$ cat src/rtl/screen_arbiter_pkg.sv
// Shared Hack memory-map constants, arbiter state/access encodings and the CPU address decode
// used by the screen arbiter and the CPU memory decode.
package screen_arbiter_pkg;

  localparam logic [14:0] SCREEN_BASE = 15'h4000;
  localparam logic [14:0] SCREEN_END  = 15'h5FFF;
  localparam logic [14:0] KBD_ADDR    = 15'h6000;

  typedef enum logic [1:0] {
    ST_IDLE    = 2'd0,
    ST_ISSUE   = 2'd1,
    ST_CAPTURE = 2'd2,
    ST_DONE    = 2'd3
  } arb_state_e;

  // RD/WR touch the screen RAM; VAL returns a locally held word; DROP completes with no effect.
  typedef enum logic [1:0] {
    ACC_RD   = 2'd0,
    ACC_WR   = 2'd1,
    ACC_VAL  = 2'd2,
    ACC_DROP = 2'd3
  } acc_kind_e;

  typedef enum logic [1:0] {
    REG_SCREEN = 2'd0,
    REG_KBD    = 2'd1,
    REG_NONE   = 2'd2
  } region_e;

  function automatic region_e decode_region(input logic [14:0] addr);
    if (addr >= SCREEN_BASE && addr <= SCREEN_END) begin
      return REG_SCREEN;
    end else if (addr == KBD_ADDR) begin
      return REG_KBD;
    end
    return REG_NONE;
  endfunction

endpackage

$ cat src/rtl/arb_starve_pick.sv
// Two-way winner select (video preferred) with a saturating CPU wait counter that forces the CPU
// ahead once it has waited CPU_MAX_WAIT cycles; grants are combinational, the counter is registered.
module arb_starve_pick #(
  parameter int CPU_MAX_WAIT = 8
) (
  input  logic clk,
  input  logic rst_n,
  input  logic arb_en,
  input  logic cpu_req,
  input  logic cpu_ack,
  input  logic vid_req,
  input  logic vid_ack,
  output logic grant_cpu,
  output logic grant_vid
);

  localparam int CNT_W = $clog2(CPU_MAX_WAIT + 1);
  localparam logic [CNT_W-1:0] MAX_CNT = CNT_W'(CPU_MAX_WAIT);

  logic [CNT_W-1:0] wait_q;
  logic [CNT_W-1:0] wait_d;
  logic             cpu_live;
  logic             vid_live;
  logic             starved;

  // A requester still showing its ack is holding a request that was just served.
  assign cpu_live = cpu_req & ~cpu_ack;
  assign vid_live = vid_req & ~vid_ack;
  assign starved  = (wait_q == MAX_CNT);

  always_comb begin
    grant_cpu = arb_en & cpu_live & (~vid_live | starved);
    grant_vid = arb_en & vid_live & ~grant_cpu;
  end

  always_comb begin
    wait_d = wait_q;
    if (!cpu_req || grant_cpu) begin
      wait_d = '0;
    end else if (!cpu_ack && !starved) begin
      wait_d = wait_q + 1'b1;
    end
  end

  always_ff @(posedge clk or negedge rst_n) begin
    if (!rst_n) begin
      wait_q <= '0;
    end else begin
      wait_q <= wait_d;
    end
  end

endmodule

$ cat src/rtl/screen_arbiter.sv
// Shares the single-port 8K x 16 screen RAM between the Hack CPU and VGA scanout, and answers keyboard reads.
// Screen read acks 3 edges after grant, all other accesses 2; requesters hold req until their ack.
module screen_arbiter
  import screen_arbiter_pkg::*;
#(
  parameter int CPU_MAX_WAIT = 8,
  parameter int KBD_W        = 8
) (
  input  logic             clk,
  input  logic             rst_n,
  input  logic             cpu_req,
  input  logic             cpu_we,
  input  logic [14:0]      cpu_addr,
  input  logic [15:0]      cpu_wdata,
  output logic             cpu_ack,
  output logic [15:0]      cpu_rdata,
  input  logic             vid_req,
  input  logic [12:0]      vid_addr,
  output logic             vid_ack,
  output logic [15:0]      vid_rdata,
  input  logic [KBD_W-1:0] keyboard,
  output logic [12:0]      ram_addr,
  output logic [15:0]      ram_d,
  output logic             ram_we,
  input  logic [15:0]      ram_q
);

  arb_state_e  state_q;
  acc_kind_e   kind_q;
  logic        owner_vid_q;
  logic [15:0] val_q;
  logic [15:0] cpu_rdata_q;
  logic [15:0] vid_rdata_q;
  logic [12:0] ram_addr_q;
  logic [15:0] ram_d_q;
  logic        ram_we_q;
  logic        cpu_ack_q;
  logic        vid_ack_q;
  logic        arb_en;
  logic        grant_cpu;
  logic        grant_vid;

  // DONE doubles as an arbitration slot so back-to-back accesses need no idle bubble.
  assign arb_en = (state_q == ST_IDLE) || (state_q == ST_DONE);

  arb_starve_pick #(
    .CPU_MAX_WAIT(CPU_MAX_WAIT)
  ) u_pick (
    .clk      (clk),
    .rst_n    (rst_n),
    .arb_en   (arb_en),
    .cpu_req  (cpu_req),
    .cpu_ack  (cpu_ack_q),
    .vid_req  (vid_req),
    .vid_ack  (vid_ack_q),
    .grant_cpu(grant_cpu),
    .grant_vid(grant_vid)
  );

  always_ff @(posedge clk or negedge rst_n) begin
    if (!rst_n) begin
      state_q     <= ST_IDLE;
      kind_q      <= ACC_RD;
      owner_vid_q <= 1'b0;
      val_q       <= '0;
      cpu_rdata_q <= '0;
      vid_rdata_q <= '0;
      ram_addr_q  <= '0;
      ram_d_q     <= '0;
      ram_we_q    <= 1'b0;
      cpu_ack_q   <= 1'b0;
      vid_ack_q   <= 1'b0;
    end else begin
      cpu_ack_q <= 1'b0;
      vid_ack_q <= 1'b0;
      ram_we_q  <= 1'b0;
      case (state_q)
        ST_IDLE, ST_DONE: begin
          state_q <= ST_IDLE;
          if (grant_cpu) begin
            owner_vid_q <= 1'b0;
            state_q     <= ST_ISSUE;
            case (decode_region(cpu_addr))
              REG_SCREEN: begin
                ram_addr_q <= cpu_addr[12:0];
                if (cpu_we) begin
                  ram_d_q  <= cpu_wdata;
                  ram_we_q <= 1'b1;
                  kind_q   <= ACC_WR;
                end else begin
                  kind_q   <= ACC_RD;
                end
              end
              REG_KBD: begin
                kind_q <= cpu_we ? ACC_DROP : ACC_VAL;
                val_q  <= 16'(keyboard);
              end
              default: begin
                kind_q <= cpu_we ? ACC_DROP : ACC_VAL;
                val_q  <= '0;
              end
            endcase
          end else if (grant_vid) begin
            owner_vid_q <= 1'b1;
            ram_addr_q  <= vid_addr;
            kind_q      <= ACC_RD;
            state_q     <= ST_ISSUE;
          end
        end
        ST_ISSUE: begin
          if (kind_q == ACC_RD) begin
            state_q <= ST_CAPTURE;
          end else begin
            // Writes commit in the RAM on this edge; non-RAM accesses only need the ack.
            state_q   <= ST_DONE;
            cpu_ack_q <= 1'b1;
            if (kind_q == ACC_VAL) begin
              cpu_rdata_q <= val_q;
            end
          end
        end
        ST_CAPTURE: begin
          state_q <= ST_DONE;
          if (owner_vid_q) begin
            vid_rdata_q <= ram_q;
            vid_ack_q   <= 1'b1;
          end else begin
            cpu_rdata_q <= ram_q;
            cpu_ack_q   <= 1'b1;
          end
        end
        default: state_q <= ST_IDLE;
      endcase
    end
  end

  assign cpu_ack   = cpu_ack_q;
  assign cpu_rdata = cpu_rdata_q;
  assign vid_ack   = vid_ack_q;
  assign vid_rdata = vid_rdata_q;
  assign ram_addr  = ram_addr_q;
  assign ram_d     = ram_d_q;
  assign ram_we    = ram_we_q;

endmodule

$ cat config.mk
export PLATFORM = sky130hd
export DESIGN_NAME = screen_arbiter
export DESIGN_NICKNAME = d
export VERILOG_FILES = /design/src/rtl/screen_arbiter_pkg.sv /design/src/rtl/arb_starve_pick.sv /design/src/rtl/screen_arbiter.sv
export SDC_FILE = /design/constraint.sdc
export NUM_CORES = 1
export LEC_CHECK = 0
export CAP_MARGIN = 30
export CORE_MARGIN = 2
export CORE_UTILIZATION = 48
export CTS_BUF_LIST = sky130_fd_sc_hd__clkbuf_16
export CTS_CLUSTER_SIZE = 14
export DETAILED_ROUTE_END_ITERATION = 16
export GPL_ROUTABILITY_DRIVEN = 1
export GPL_TIMING_DRIVEN = 0
export PLACE_DENSITY = 0.94
export SYNTH_ARGS = -nofsm -noshare
export SYNTH_HDL_FRONTEND = slang
export SYNTH_HIERARCHICAL = 1
export SYNTH_SLANG_ARGS = --single-unit
$ cat constraint.sdc
create_clock -name clk -period 5.6 [get_ports clk]
set_input_delay 0.56 -clock clk [delete_from_list [all_inputs] [get_ports clk]]
set_output_delay 0.56 -clock clk [all_outputs]
set_load 0.005 [all_outputs]
### Word level (Yosys, flattened, before mapping)

Cells that the tools add are included.

| cells by class | value |
|---|---|
| $add $sub $neg | 1 |
| $mul | 0 |
| div/mod/pow operators | 0 |
| magnitude comparators | 2 |
| eq/ne operators | 11 |
| shift operators | 0 |
| multiplexer cells | 39 |
| bitwise gates (word level) | 12 |
| reductions and logical operators | 20 |

Operators by type and width:

| kind | count |
|---|---|
| 16-bit one-hot mux with 2 select lines | 2 |
| 16-bit 2-to-1 mux | 3 |
| 13-bit 2-to-1 mux | 3 |
| 1-bit 2-to-1 mux | 19 |
| 2-bit 2-to-1 mux | 8 |
| 15-bit == test, second input constant | 1 |
| 15-bit greater-or-equal comparator, second input constant | 1 |
| 15-bit <= comparator, second input constant | 1 |
| 4-bit 2-to-1 mux | 2 |
| 2-bit inequality test, second input constant | 4 |
| 4-bit AND reduction | 2 |
| 1-bit bitwise AND | 6 |
| 2-bit == test, second input constant | 3 |
| 2-bit logical NOT | 3 |
| 2-bit one-hot mux with 3 select lines | 1 |
| 3-bit AND reduction | 2 |
| 2-bit nonzero test | 3 |
| 1-bit NOT | 5 |
| 4-bit by 1-bit adder with 4-bit output, second input constant | 1 |
| 2-bit by 1-bit == test with 1-bit output, second input constant | 2 |
| 4-bit == test, second input constant | 1 |
| 2-bit AND reduction | 2 |
| 1-bit logical NOT | 3 |
| 1-bit logical AND | 2 |
| other kinds (4) | 5 |

| word-level totals | value |
|---|---|
| flip-flop bits (word level) | 89 |
| bits in latches | 0 |
| bits in writable memories | 0 |
| ROM bits | 0 |
| input bits | 73 |
| output and inout port bits | 64 |
| memories kept | 0 |

### Depth between registers and ports, before layout

| depth | value |
|---|---|
| word-level depth | 14 |
| depth in mapped cells | 10 |
| gate-level depth less buffers | 8 |

### Hierarchy

Netlist, hierarchy kept.

Modules (own cells, without submodules):

| module | times used | cells an instance | area each (sq um) |
|---|---|---|---|
| screen_arbiter | 1 | 229 | 3318.2 |
| arb_starve_pick | 1 | 35 | 332.8 |

### Least setup slack after synthesis

No wires, ideal clock.

| path | value |
|---|---|
| kind | register to register |
| start point | register u_pick.wait_q[0] |
| end point | register ram_d_q[10], in the netlist ram_d[10] |
| library setup time | 125 ps |
| arrival time | 2187 ps |
| data required time | 5475 ps |
| slack | 3288 ps |
| stages on the path, launching flop included | 11 |
| path buffers | 2 |
| path through | dfrtp_1 -> inv_1 -> ha_1 -> nand3b_4 -> a21oi_4 -> and3_1 -> clkbuf_8 -> nand3_1 -> nor2_2 -> buf_6 -> mux2_2 |

| on the way | value |
|---|---|
| word-level cells in the longest chain between the ends | 4 |

RTL lines:

| what | line | source |
|---|---|---|
| start: declaration | arb_starve_pick.sv:20 | `logic [CNT_W-1:0] wait_q;` |
| start signal: assignment | arb_starve_pick.sv:49 | `wait_q <= wait_d;` |
| 4-bit == test | arb_starve_pick.sv:29 | `assign starved = (wait_q == MAX_CNT);` |
| 1-bit bitwise OR | arb_starve_pick.sv:32 | `grant_cpu = arb_en & cpu_live & (~vid_live \| starved);` |
| 1-bit bitwise AND | arb_starve_pick.sv:32 |  |
| net grant_cpu | screen_arbiter.sv:40 | `logic grant_cpu;` |
| 4-bit AND reduction (no source line) | - |  |
| end signal: assignment | screen_arbiter.sv:87 | `ram_d_q <= cpu_wdata;` |
| end: declaration | screen_arbiter.sv:35 | `logic [15:0] ram_d_q;` |

The timed path passes the listed nets, and every way through them passes these cells.
A chain may end at the register's enable or synchronous reset.

### Final worst setup path

| path | value |
|---|---|
| start point | register u_pick.wait_q[0] |
| end point | register ram_d_q[8], in the netlist ram_d[8] |

Same word-level chain as after synthesis.

==> results.md <==
- Compound-Gate Fraction of Synth Area: 0.0648
- Asr flop ratio synth: 1.00
- Max Fanout on Critical Path: 10
- Root buf cell: clkbuf_16
- Worst Tran Pin Value: 634 ps
- Synth Flop Type: dfrtp_1
- Vias per inst: 5.24
- Largest family of logic cells by synthesized area: multiplexers
- Worst-path cell chain: inv_1, ha_1, nand3b_4, a21oi_4, and3_1, clkbuf_8, nand3_1, nor2_2, buf_6, mux2_2
- Initial antenna violation count: 0
- H-Tree Depth: 3
- Setup Viol. Count Final: 0
- Inserted Clock Buffers: 9
- Die Y: 91.2 um
- Final Critical Period: 2650 ps
- Post-layout nets: 489
- Mapped cell area: 0.00365 sq mm
- RSZ-0062 raised after global routing: no
- GRT Total Usage: 0.223
- # rows: 31
- Initial DRC count: 194
- Cell with the most instances after synthesis: dfrtp_1
- Synth Register Bits: 81
- Pin count of the biggest net entering global routing: 64
- Layout cells sized above 1: 0.269
- Post_cts resized: 0
- CTS tree: yes
- Synth top cells by count: dfrtp_1, mux2_2, inv_1
- Core Area: 0.00729 sq mm
- Syn Inst Count: 264
- Fin crit share: 0.473
- DRT antenna net count: 0
- Register area share after synthesis: 0.555
- Ant. Diodes: 0
- Yosys warnings: 6
- Slew Viols, Final: 0
- First-pass GRT wire length: 14600 um
- PnR worst setup slack: 2950 ps
- Die ar.: 0.00832 sq mm
- Critical path type: register to register
- Pre-CTS WS: 2620 ps
- Final setup TNS: 0 ps
- Post-Synth Adder-Cell Area: 0.0137
- Total clock sinks: 81
- CP Launch Type: register
- Hold Buf Count CTS: 0
- DR DRC count: 0
- Worst-Skew Late Latency: 330 ps
- Initial DRT Pass Iterations: 4
- R2R setup slack: 2950 ps
- Post-synth top area cell: dfrtp_1
- Power Total: 2.64 mW
- CP required: 5810 ps
- Mean Syn Cell Area: 13.8 sq um
- Peak supply drop: 0.000269 V
- CTS max path bufs: 2
- Placer Congestion: 0.775
- Final wirelength: 8840 um
- CP peak stage delay: 420 ps
- Mux cell area share after synthesis: 0.250
- HPWL after detailed placement: 6580 um
- Yosys top cell area share: 0.555
- I/O pin cnt: 137
- # Max-Cap Violations: 0
- Post-synth EDFFs: 0
- Post-route cell area: 0.00544 sq mm
- GRT met2 Usage: 0.401
- Vias in the first global route: 2952
- Synth area leaders: dfrtp_1, mux2_2, a32o_1
- Vias: 2705
- Fmax: 0.377 GHz
- Leak: 2.35 nW
- Die X-Extent: 91.2 um
- Pwr per Cell Area: 485 mW/mm^2
- Post-CTS Setup Bufs: 0
- Slew margin rel.: 0.577
- CP max-delay cell: dfrtp_1
- PortBufs: 136
- Global Route met3 Usage: 0.0456
- GR Util met1: 0.264
- Gr ovfl total: 0
- Critical R2R Launch: u_pick/wait_q[0]
- WP data arrival: 2860 ps
- Layout Skew: 6.39 ps
- Final hold vios: 0
- CP top delay family: simple AND/OR/NAND/NOR gates
- Clock transition at path regs: 60 ps
- Routed WL per cell: 17.1 um
- Inst Count DP: 500
- Min-Delay Path Class: input pin to async pin
- Non-Filler Instances: 516
- Synth Area in Simple Gates: 0.0764
- Synth cell types: 41
- Busiest grt layer: met2
- Buf/Inv on CP: 3
- Initial core utilization: 0.501
- Crit end category: register
- R2r worst-path depth: 10
- Syn nets: 341
- Synth Area in XOR/XNOR: 0
- Status: finished, final reports clean
- Dpl cell area: 0.00516 sq mm
- Critical R2R Capture: ram_d[8]
- Area Overhead vs Synth: 49.0%
==> metrics by stage <==
stage               hold slack (ps)   util
floorplan                       264      -
global placement                472  0.704
detailed placement              459  0.708
CTS                             106  0.746
global route                    117  0.746
finish                          106  0.746
==> report_power, final <==
part | leakage (nW) | switching (mW) | internal [mW]
Clock | 0.138 | 0.238 | 0.305
Combinational | 1.17 | 0.461 | 0.727
Sequential | 1.04 | 0.115 | 0.792
Total | 2.35 | 0.815 | 1.82
==> routing by layer <==
metal	wire, um	share of wire	up-vias
li1	-	-	1239
met1	3470	0.39	1350
met2	4720	0.53	105
met3	506	0.057	11
met4	141	0.016	0
met5	0	0	-
==> final cells by class <==
| cell class | instances | area, sq um |
|---|---|---|
| repair buffers | 137 | 1390 |
| well taps | 99 | 124 |
| flip-flops and latches | 81 | 2030 |
| fillers | 517 | 1850 |
| inverters | 17 | 63.8 |
| clock buffers | 9 | 225 |
| plain buffers | 9 | 81.3 |
| clock inverters | 7 | 55.1 |
| multi-input cells | 157 | 1480 |
==> worst max path at each step <==
stage	start	end	slack, ps	cells after the start
after floorplan	u_pick/wait_q[0]	ram_d[10]	3290	10
after global placement	rst_n	cpu_rdata[9]	1140	1
after detailed placement	vid_req	ram_d[7]	2620	9
after CTS	u_pick/wait_q[0]	ram_d[7]	2930	10
after global routing	u_pick/wait_q[0]	ram_d[14]	2750	10
final	u_pick/wait_q[0]	ram_d[8]	2950	10
==> cells by family after synthesis <==
family | Yosys count
AO/OA/AOI/OAI | 28
adder cells (fa/ha/maj) | 4
buffers and inverters | 26
flip-flops | 81
multiplexers | 82
AND/OR/NAND/NOR | 43
==> sequential cells by signal, summed over array words and instances (netlist names), 2 cells and up <==
| name | count |
|---|---|
| kind_q | 2 |
| cpu_rdata | 16 |
| state_q | 2 |
| val_q | 8 |
| ram_d | 16 |
| u_pick/wait_q | 4 |
| ram_addr | 13 |
| vid_rdata | 16 |
==> cells in the final DEF (no fill, tap or decap), types with 2 or more instances in the layout <==
cell type        instances
buf_4                    2
nor2_2                   2
o21ai_0                  4
clkbuf_16                9
mux2i_1                  8
inv_1                   17
clkbuf_8                 2
o2111ai_1                3
mux2_2                  74
or4_2                    2
clkdlybuf4s50_1        135
a32o_1                   8
nand3_1                  5
buf_6                    3
nand2_1                 13
clkinv_4                 2
dfrtp_1                 81
nor2_1                   4
nand3b_1                 2
nand2b_1                 3
a21oi_1                  6
ha_1                     4
clkinv_2                 2
(Power assumes the default switching activity.)
